===== src/rtl/lc3_pkg.sv =====
// Shared LC-3 definitions: word/field widths, opcode encodings and field helpers.
package lc3_pkg;

    localparam int unsigned WORD_W   = 16;
    localparam int unsigned OPCODE_W = 4;
    localparam int unsigned OFFSET_W = 9;
    localparam int unsigned TRAPV_W  = 8;
    localparam int unsigned NZP_W    = 3;

    localparam logic [OPCODE_W-1:0] OP_BR   = 4'b0000;
    localparam logic [OPCODE_W-1:0] OP_ADD  = 4'b0001;
    localparam logic [OPCODE_W-1:0] OP_LD   = 4'b0010;
    localparam logic [OPCODE_W-1:0] OP_ST   = 4'b0011;
    localparam logic [OPCODE_W-1:0] OP_JSR  = 4'b0100;
    localparam logic [OPCODE_W-1:0] OP_AND  = 4'b0101;
    localparam logic [OPCODE_W-1:0] OP_LDR  = 4'b0110;
    localparam logic [OPCODE_W-1:0] OP_STR  = 4'b0111;
    localparam logic [OPCODE_W-1:0] OP_RTI  = 4'b1000;
    localparam logic [OPCODE_W-1:0] OP_NOT  = 4'b1001;
    localparam logic [OPCODE_W-1:0] OP_LDI  = 4'b1010;
    localparam logic [OPCODE_W-1:0] OP_STI  = 4'b1011;
    localparam logic [OPCODE_W-1:0] OP_JMP  = 4'b1100;
    localparam logic [OPCODE_W-1:0] OP_RES  = 4'b1101;
    localparam logic [OPCODE_W-1:0] OP_LEA  = 4'b1110;
    localparam logic [OPCODE_W-1:0] OP_TRAP = 4'b1111;

    // Sign-extend a PCoffset9 field to a full word.
    function automatic logic [WORD_W-1:0] sext_off9(input logic [OFFSET_W-1:0] off);
        return {{(WORD_W - OFFSET_W){off[OFFSET_W-1]}}, off};
    endfunction

    // Zero-extend the trapvect8 portion of the offset field.
    function automatic logic [WORD_W-1:0] zext_trapv(input logic [OFFSET_W-1:0] off);
        return {{(WORD_W - TRAPV_W){1'b0}}, off[TRAPV_W-1:0]};
    endfunction

endpackage


===== src/rtl/lc3_next_pc.sv =====
// Combinational next-PC selection for the LC-3 fetch stage.
module lc3_next_pc
    import lc3_pkg::*;
(
    input  logic [WORD_W-1:0]   pc,
    input  logic [OPCODE_W-1:0] opcode,
    input  logic [OFFSET_W-1:0] offset,
    input  logic [WORD_W-1:0]   reg_val,
    input  logic [NZP_W-1:0]    br_nzp,
    input  logic [NZP_W-1:0]    result_nzp,
    output logic [WORD_W-1:0]   next_pc
);

    logic [WORD_W-1:0] pc_inc;
    logic [WORD_W-1:0] br_target;
    logic              br_taken;

    // Sums truncate to WORD_W, giving modulo-2^16 wrap for free.
    assign pc_inc    = pc + WORD_W'(1);
    assign br_target = pc_inc + sext_off9(offset);
    assign br_taken  = |(br_nzp & result_nzp);

    always_comb begin
        next_pc = pc_inc;
        case (opcode)
            OP_BR:   next_pc = br_taken ? br_target : pc_inc;
            OP_JMP:  next_pc = reg_val;
            OP_JSR:  next_pc = reg_val;
            OP_TRAP: next_pc = zext_trapv(offset);
            default: next_pc = pc_inc;
        endcase
    end

endmodule


===== src/rtl/lc3_fetch.sv =====
// LC-3 instruction fetch: PC and memory address registers, updated on each
// cycle fetch_start is high; the fetch port never writes.
module lc3_fetch
    import lc3_pkg::*;
(
    input  logic                clk,
    input  logic                rst_n,
    input  logic                fetch_start,
    input  logic [OPCODE_W-1:0] opCode_in,
    input  logic [OFFSET_W-1:0] offset_in,
    input  logic [WORD_W-1:0]   reg_in,
    input  logic [NZP_W-1:0]    br_nzp,
    input  logic [NZP_W-1:0]    result_nzp,
    output logic [WORD_W-1:0]   addr_out,
    output logic                wea_out,
    output logic [WORD_W-1:0]   pc
);

    logic [WORD_W-1:0] pc_q, pc_d;
    logic [WORD_W-1:0] addr_q, addr_d;
    logic              wea_q, wea_d;
    logic [WORD_W-1:0] next_pc;

    lc3_next_pc u_next_pc (
        .pc         (pc_q),
        .opcode     (opCode_in),
        .offset     (offset_in),
        .reg_val    (reg_in),
        .br_nzp     (br_nzp),
        .result_nzp (result_nzp),
        .next_pc    (next_pc)
    );

    // Hold unless a fetch is requested; address always tracks the new PC.
    always_comb begin
        pc_d   = pc_q;
        addr_d = addr_q;
        wea_d  = 1'b0;
        if (fetch_start) begin
            pc_d   = next_pc;
            addr_d = next_pc;
        end
    end

    always_ff @(posedge clk or negedge rst_n) begin
        if (!rst_n) begin
            pc_q   <= '0;
            addr_q <= '0;
            wea_q  <= 1'b0;
        end else begin
            pc_q   <= pc_d;
            addr_q <= addr_d;
            wea_q  <= wea_d;
        end
    end

    assign pc       = pc_q;
    assign addr_out = addr_q;
    assign wea_out  = wea_q;

endmodule


===== config.mk =====
export PLATFORM = sky130hd
export DESIGN_NAME = lc3_fetch
export DESIGN_NICKNAME = d
export VERILOG_FILES = /design/src/rtl/lc3_pkg.sv /design/src/rtl/lc3_next_pc.sv /design/src/rtl/lc3_fetch.sv
export SDC_FILE = /design/constraint.sdc
export NUM_CORES = 1
export LEC_CHECK = 0
export BUFFER_PORTS_ARGS = -buffer_cell sky130_fd_sc_hd__buf_2
export CAP_MARGIN = 10
export CORE_UTILIZATION = 47
export DETAILED_ROUTE_END_ITERATION = 8
export GPL_TIMING_DRIVEN = 1
export PLACE_DENSITY = 0.78
export REMOVE_ABC_BUFFERS = 1
export SLEW_MARGIN = 20
export SYNTH_ARGS = -nofsm -noshare
export SYNTH_HDL_FRONTEND = slang
export SYNTH_SLANG_ARGS = --single-unit

===== constraint.sdc =====
create_clock -name clk -period 2.8 [get_ports clk]
set_input_delay 0.28 -clock clk [delete_from_list [all_inputs] [get_ports clk]]
set_output_delay 0.28 -clock clk [all_outputs]
set_load 0.02 [all_outputs]

# ---- Yosys cells after proc, flatten, opt, wreduce, memory -nomap -nowiden
# Index checks and enable logic that the tools add are counted.
dict set report classes {
  addsub 2
  n_eq_ne 3
  muxes 2
  bitwise_logic 1
  n_reduce_logical 3
}
# operator n
set ops {}
lappend ops {{case mux 16 bit (3 select lines)} 1}
lappend ops {{adder 16 x 1 -> 16 bit, second input constant} 1}
lappend ops {{adder 16 bit} 1}
lappend ops {{two-way mux 16 bit} 1}
lappend ops {{equality test 4 bit, second input constant} 2}
lappend ops {{equality test 4 x 3 -> 1 bit, second input constant} 1}
lappend ops {{zero test 4 bit} 1}
lappend ops {{bitwise AND 3 bit} 1}
lappend ops {{OR reduction 3 bit} 1}
lappend ops {{OR reduction 2 bit} 1}
dict set report word_totals {
  register_bits 16
  input_bits 38
  out_inout_bits 33
}

# ---- Depth between registers and ports, before layout
dict set report logic_depth {
  ltp_word 4
  ltp_mapped 14
  mapped_depth_nobuf 13
}

# ---- Cells and area by module
# From an unflattened synthesis, not the netlist that was laid out.
dict set report hier_totals {
  cells_unflattened 259
  area_unflattened_um2 2208.4
}
# mod instances cells_per_inst area_per_inst_um2
set modules_own_cells {}
lappend modules_own_cells {lc3_next_pc 1 207 1427.6}
lappend modules_own_cells {lc3_fetch 1 52 780.7}

# ---- Worst setup path before layout
# OpenSTA, ideal clock, no wires.
dict set report synth_timing {
  kind {flip-flop to flip-flop}
  from {register, netlist name addr_out[2]}
  to {register addr_q[15], in the netlist addr_out[15]}
  setup_ps 69
  arrival_time_ps 2995
  required_time_ps 2731
  setup_slack_ps -264
  path_stages_with_launch 13
  period_less_slack_ps 3064
  cell_sequence {dfrtp_1 > and3_1 > and4_1 > nand3_2 > nor2_2 > xor2_1 > ha_1 > and4_1 > a221oi_2 > o31a_2 > mux2i_1 > or4_1 > nand3_1}
}
# element line
set synth_lines {}
lappend synth_lines {{to (signal assigned)} lc3_fetch.sv:52} ;# addr_q <= addr_d;
lappend synth_lines {{to (decl)} lc3_fetch.sv:20} ;# logic [WORD_W-1:0] addr_q, addr_d;

==> impl_results.md <==
- Final HPWL DP: 5310 um
- Clk_lat worst skew: 0.26 ns
- Setup Skew: 0.00279 ns
- Worst Hold Class: primary input to register
- WL per Instance: 19.9 um
- Number of max-cap violations: 0
- First-pass GRT wire length: 11900 um
- Clock transition at path regs: 0.07 ns
- Yosys warning count: 0
- Row Count: 24
- Final wirelength: 8660 um
- Largest net degree at the start of global routing: 23
- Sink Count: 16
- Most frequent cells in the layout: buf_2, buf_4, nand2_1
- Number of antenna violations at the first check in global routing: 0
- Via-to-Cell Ratio: 6.39
- Buf+Inv Stages, Crit Path: 0
- EDFF count, synth: 0
- VDD IR max: 0.576 mV
- Uppermost layer routed: met4
- Seq cells post-synth: 16
- Hold Violations, Final: 0
- P per Cell Area: 827 nW/um^2
- Num ports: 71
- Crit-path max cell delay: 0.42 ns
- Critical Path RT: 3.00 ns
- Clk buf depth: 2
- Core Util, Final: 74.5%
- DR DRC count: 0
- Design Area, Final: 3290 um^2
- Root Driver: clkbuf_8
- Routed vias: 2785
- Worst rel slew slack: 43.8%
- Crit path capture type: register
- Final worst path period share: 109%
- WL met2: 4270 um
- Cell variety after synth: 56
- Die width: 70.4 um
- Max reg flops: 16
- All-Layer GR Usage: 30.5%
- Critical path launch point type: register
- DR iter-0 viols: 242
- Post-Synthesis Cells: 279
- Critical path peak fanout: 4
- Most used flip-flop cell after synthesis: dfrtp_1
- Nets: 445
- Layout cells sized above 1: 47.7%
- I/O Buffers: 69
- Met3 Routed Length: 664 um
- TritonCTS clock tree: done
- Synth-to-Final Area Change: 49.7%
- Slew of the pin with the lowest slew margin: 0.843 ns
- Place WS: -0.144 ns
- Slowest CP cell: dfrtp_1
- Total grt overflow: 0
- Top Family by Delay on Critical Path: compound AO/OA/AOI/OAI gates
- Most common cell after layout, fill and taps aside: buf_2
- Die ar.: 4950 um^2
- Failing checks: negative setup slack
- Area after DPL: 2750 um^2
- CP cell instances: ha_4, nand3_4, nor2_2, xor2_1, ha_1, a21oi_2, o21ai_2, a221oi_2, o31a_2, mux2i_1, or4_4, nand3_2
- FFs w/ async S/R, synth: 100%
- Vias in the first global route: 2489
- F_max: 329 MHz
- Placer congestion estimate: 1.09
- Final Critical Period: 3.04 ns
- TritonCTS Buffers: 3
- Setup WS post-layout: -0.239 ns
- Post-Syn Area: 2200 um^2
- Status: complete, but fails checks
- Seq/Total Area, Yosys: 18.2%
- Max Slew Vio Count: 0
- Routed Antenna Nets: 0
- Final setup viols: 6
- Syn avg cell area: 7.88 um^2
- Unrepaired setup endpoints after global routing: true
- Drt pass-1 iters: 7
- Crit path DAT: 3.24 ns
- Initial core utilization: 49.8%
- Core area: 4410 um^2
- Leakage power: 0.00151 uW
- CTS H-tree lvls: 1
- Ant. Diodes: 0
- M1 WL: 3130 um
- Die Ht: 70.4 um
- WS Path Type: register to register
[what timing repair did]
item                                    CTS  global route
hold buffers                              1             0
pin swaps                                12            39
hold endpoints to repair                 16             0
gates resized for setup                  27            31
setup buffers                             7            10
endpoints found under the setup margin    3             7
[layout make-up]
type	instances	area, um^2
sequential	16	400
inverter	7	26.3
multi-input combinational	230	1950
fill	313	1120
clock buffer	3	41.3
timing repair buffer	128	810
tap	52	65.1
[through the flow]
| step | hold WS (ns) | std cells | setup TNS [ns] | power, uW |
|---|---|---|---|---|
| after floorplan | -0.0156 | 253 | -0.818 | 1400 |
| after global placement | 0.219 | 415 | -0.0356 | 1960 |
| after detailed placement | 0.226 | 415 | -0.247 | 2010 |
| after CTS | 0.324 | 426 | 0 | 2310 |
| after global routing | 0.362 | 436 | -1.16 | 2850 |
| final | 0.335 | 436 | -0.613 | 2720 |
[worst reg2reg max path, delay by kind of cell, from the launching register on]
family | cells | cell delay, ns
AO/OA/AOI/OAI | 4 | 0.82
XOR/XNOR | 1 | 0.27
adder cells (fa/ha/maj) | 2 | 0.57
flip-flops | 1 | 0.42
multiplexers | 1 | 0.09
AND/OR/NAND/NOR | 4 | 0.81
[report_power, final]
group          switching, uW  internal, uW
clock network           93.7          95.9
registers               67.6           294
logic                   1180           990
total                   1340          1380
[final timing paths]
kind | slack (ns) | to | cells past startpoint | from
worst max-delay path | -0.24 | addr_out[15]$_DFFE_PN0P_ | 12 | addr_out[1]$_DFFE_PN0P_
worst min-delay path | 0.33 | addr_out[13]$_DFFE_PN0P_ | 3 | reg_in[13]
worst max register to register | -0.24 | addr_out[15]$_DFFE_PN0P_ | 12 | addr_out[1]$_DFFE_PN0P_
worst min register to register | 0.71 | addr_out[12]$_DFFE_PN0P_ | 3 | addr_out[12]$_DFFE_PN0P_
max in group asynchronous | 2.03 | addr_out[2]$_DFFE_PN0P_ | 2 | rst_n
min in group asynchronous | 0.49 | addr_out[12]$_DFFE_PN0P_ | 2 | rst_n
[cell families after synthesis]
| kind of cell | after synthesis | share of synthesized area (%) |
|---|---|---|
| DFF | 16 | 18.2 |
| muxes | 2 | 0.911 |
| other | 1 | 0.171 |
| and+or+nand+nor | 101 | 22.5 |
| AOI/OAI and AO/OA | 78 | 26.5 |
| adders and majority gates | 21 | 12.3 |
| buffers and inverters | 33 | 8.65 |
| xor gates and xnor gates | 27 | 10.8 |
[synth_stat cells (2+ instances only)]
| library cell | n | area (um^2) |
|---|---|---|
| nand2_1 | 34 | 128 |
| nor2_1 | 25 | 93.8 |
| ha_1 | 20 | 250 |
| buf_4 | 17 | 128 |
| xnor2_1 | 17 | 149 |
| a21oi_1 | 16 | 80.1 |
| dfrtp_1 | 16 | 400 |
| nand3_1 | 13 | 65.1 |
| a22oi_1 | 10 | 75.1 |
| xor2_1 | 10 | 87.6 |
| clkbuf_1 | 7 | 26.3 |
| inv_1 | 7 | 26.3 |
| o21ai_0 | 7 | 35.0 |
| a21o_1 | 6 | 45.0 |
| a41oi_1 | 6 | 52.6 |
| a221oi_1 | 4 | 35.0 |
| a31oi_1 | 4 | 25.0 |
| nand4_1 | 4 | 25.0 |
| a222oi_1 | 3 | 30.0 |
| and4_1 | 3 | 26.3 |
| nand2b_1 | 3 | 18.8 |
| nor3_1 | 3 | 15.0 |
| nor3_2 | 3 | 30.0 |
| o21a_1 | 3 | 22.5 |
| and3_1 | 2 | 12.5 |
| buf_2 | 2 | 10.0 |
| mux2i_1 | 2 | 20.0 |
| nor2b_1 | 2 | 12.5 |
| o211ai_1 | 2 | 15.0 |
| o21ai_1 | 2 | 10.0 |
[metal layers]
layer	track usage, %	vias up
met5	0	-
met2	52.0	193
met1	36.3	1302
met3	5.19	61
met4	16.0	0
li1	-	1229
Power figures use the tool's default switching activity.
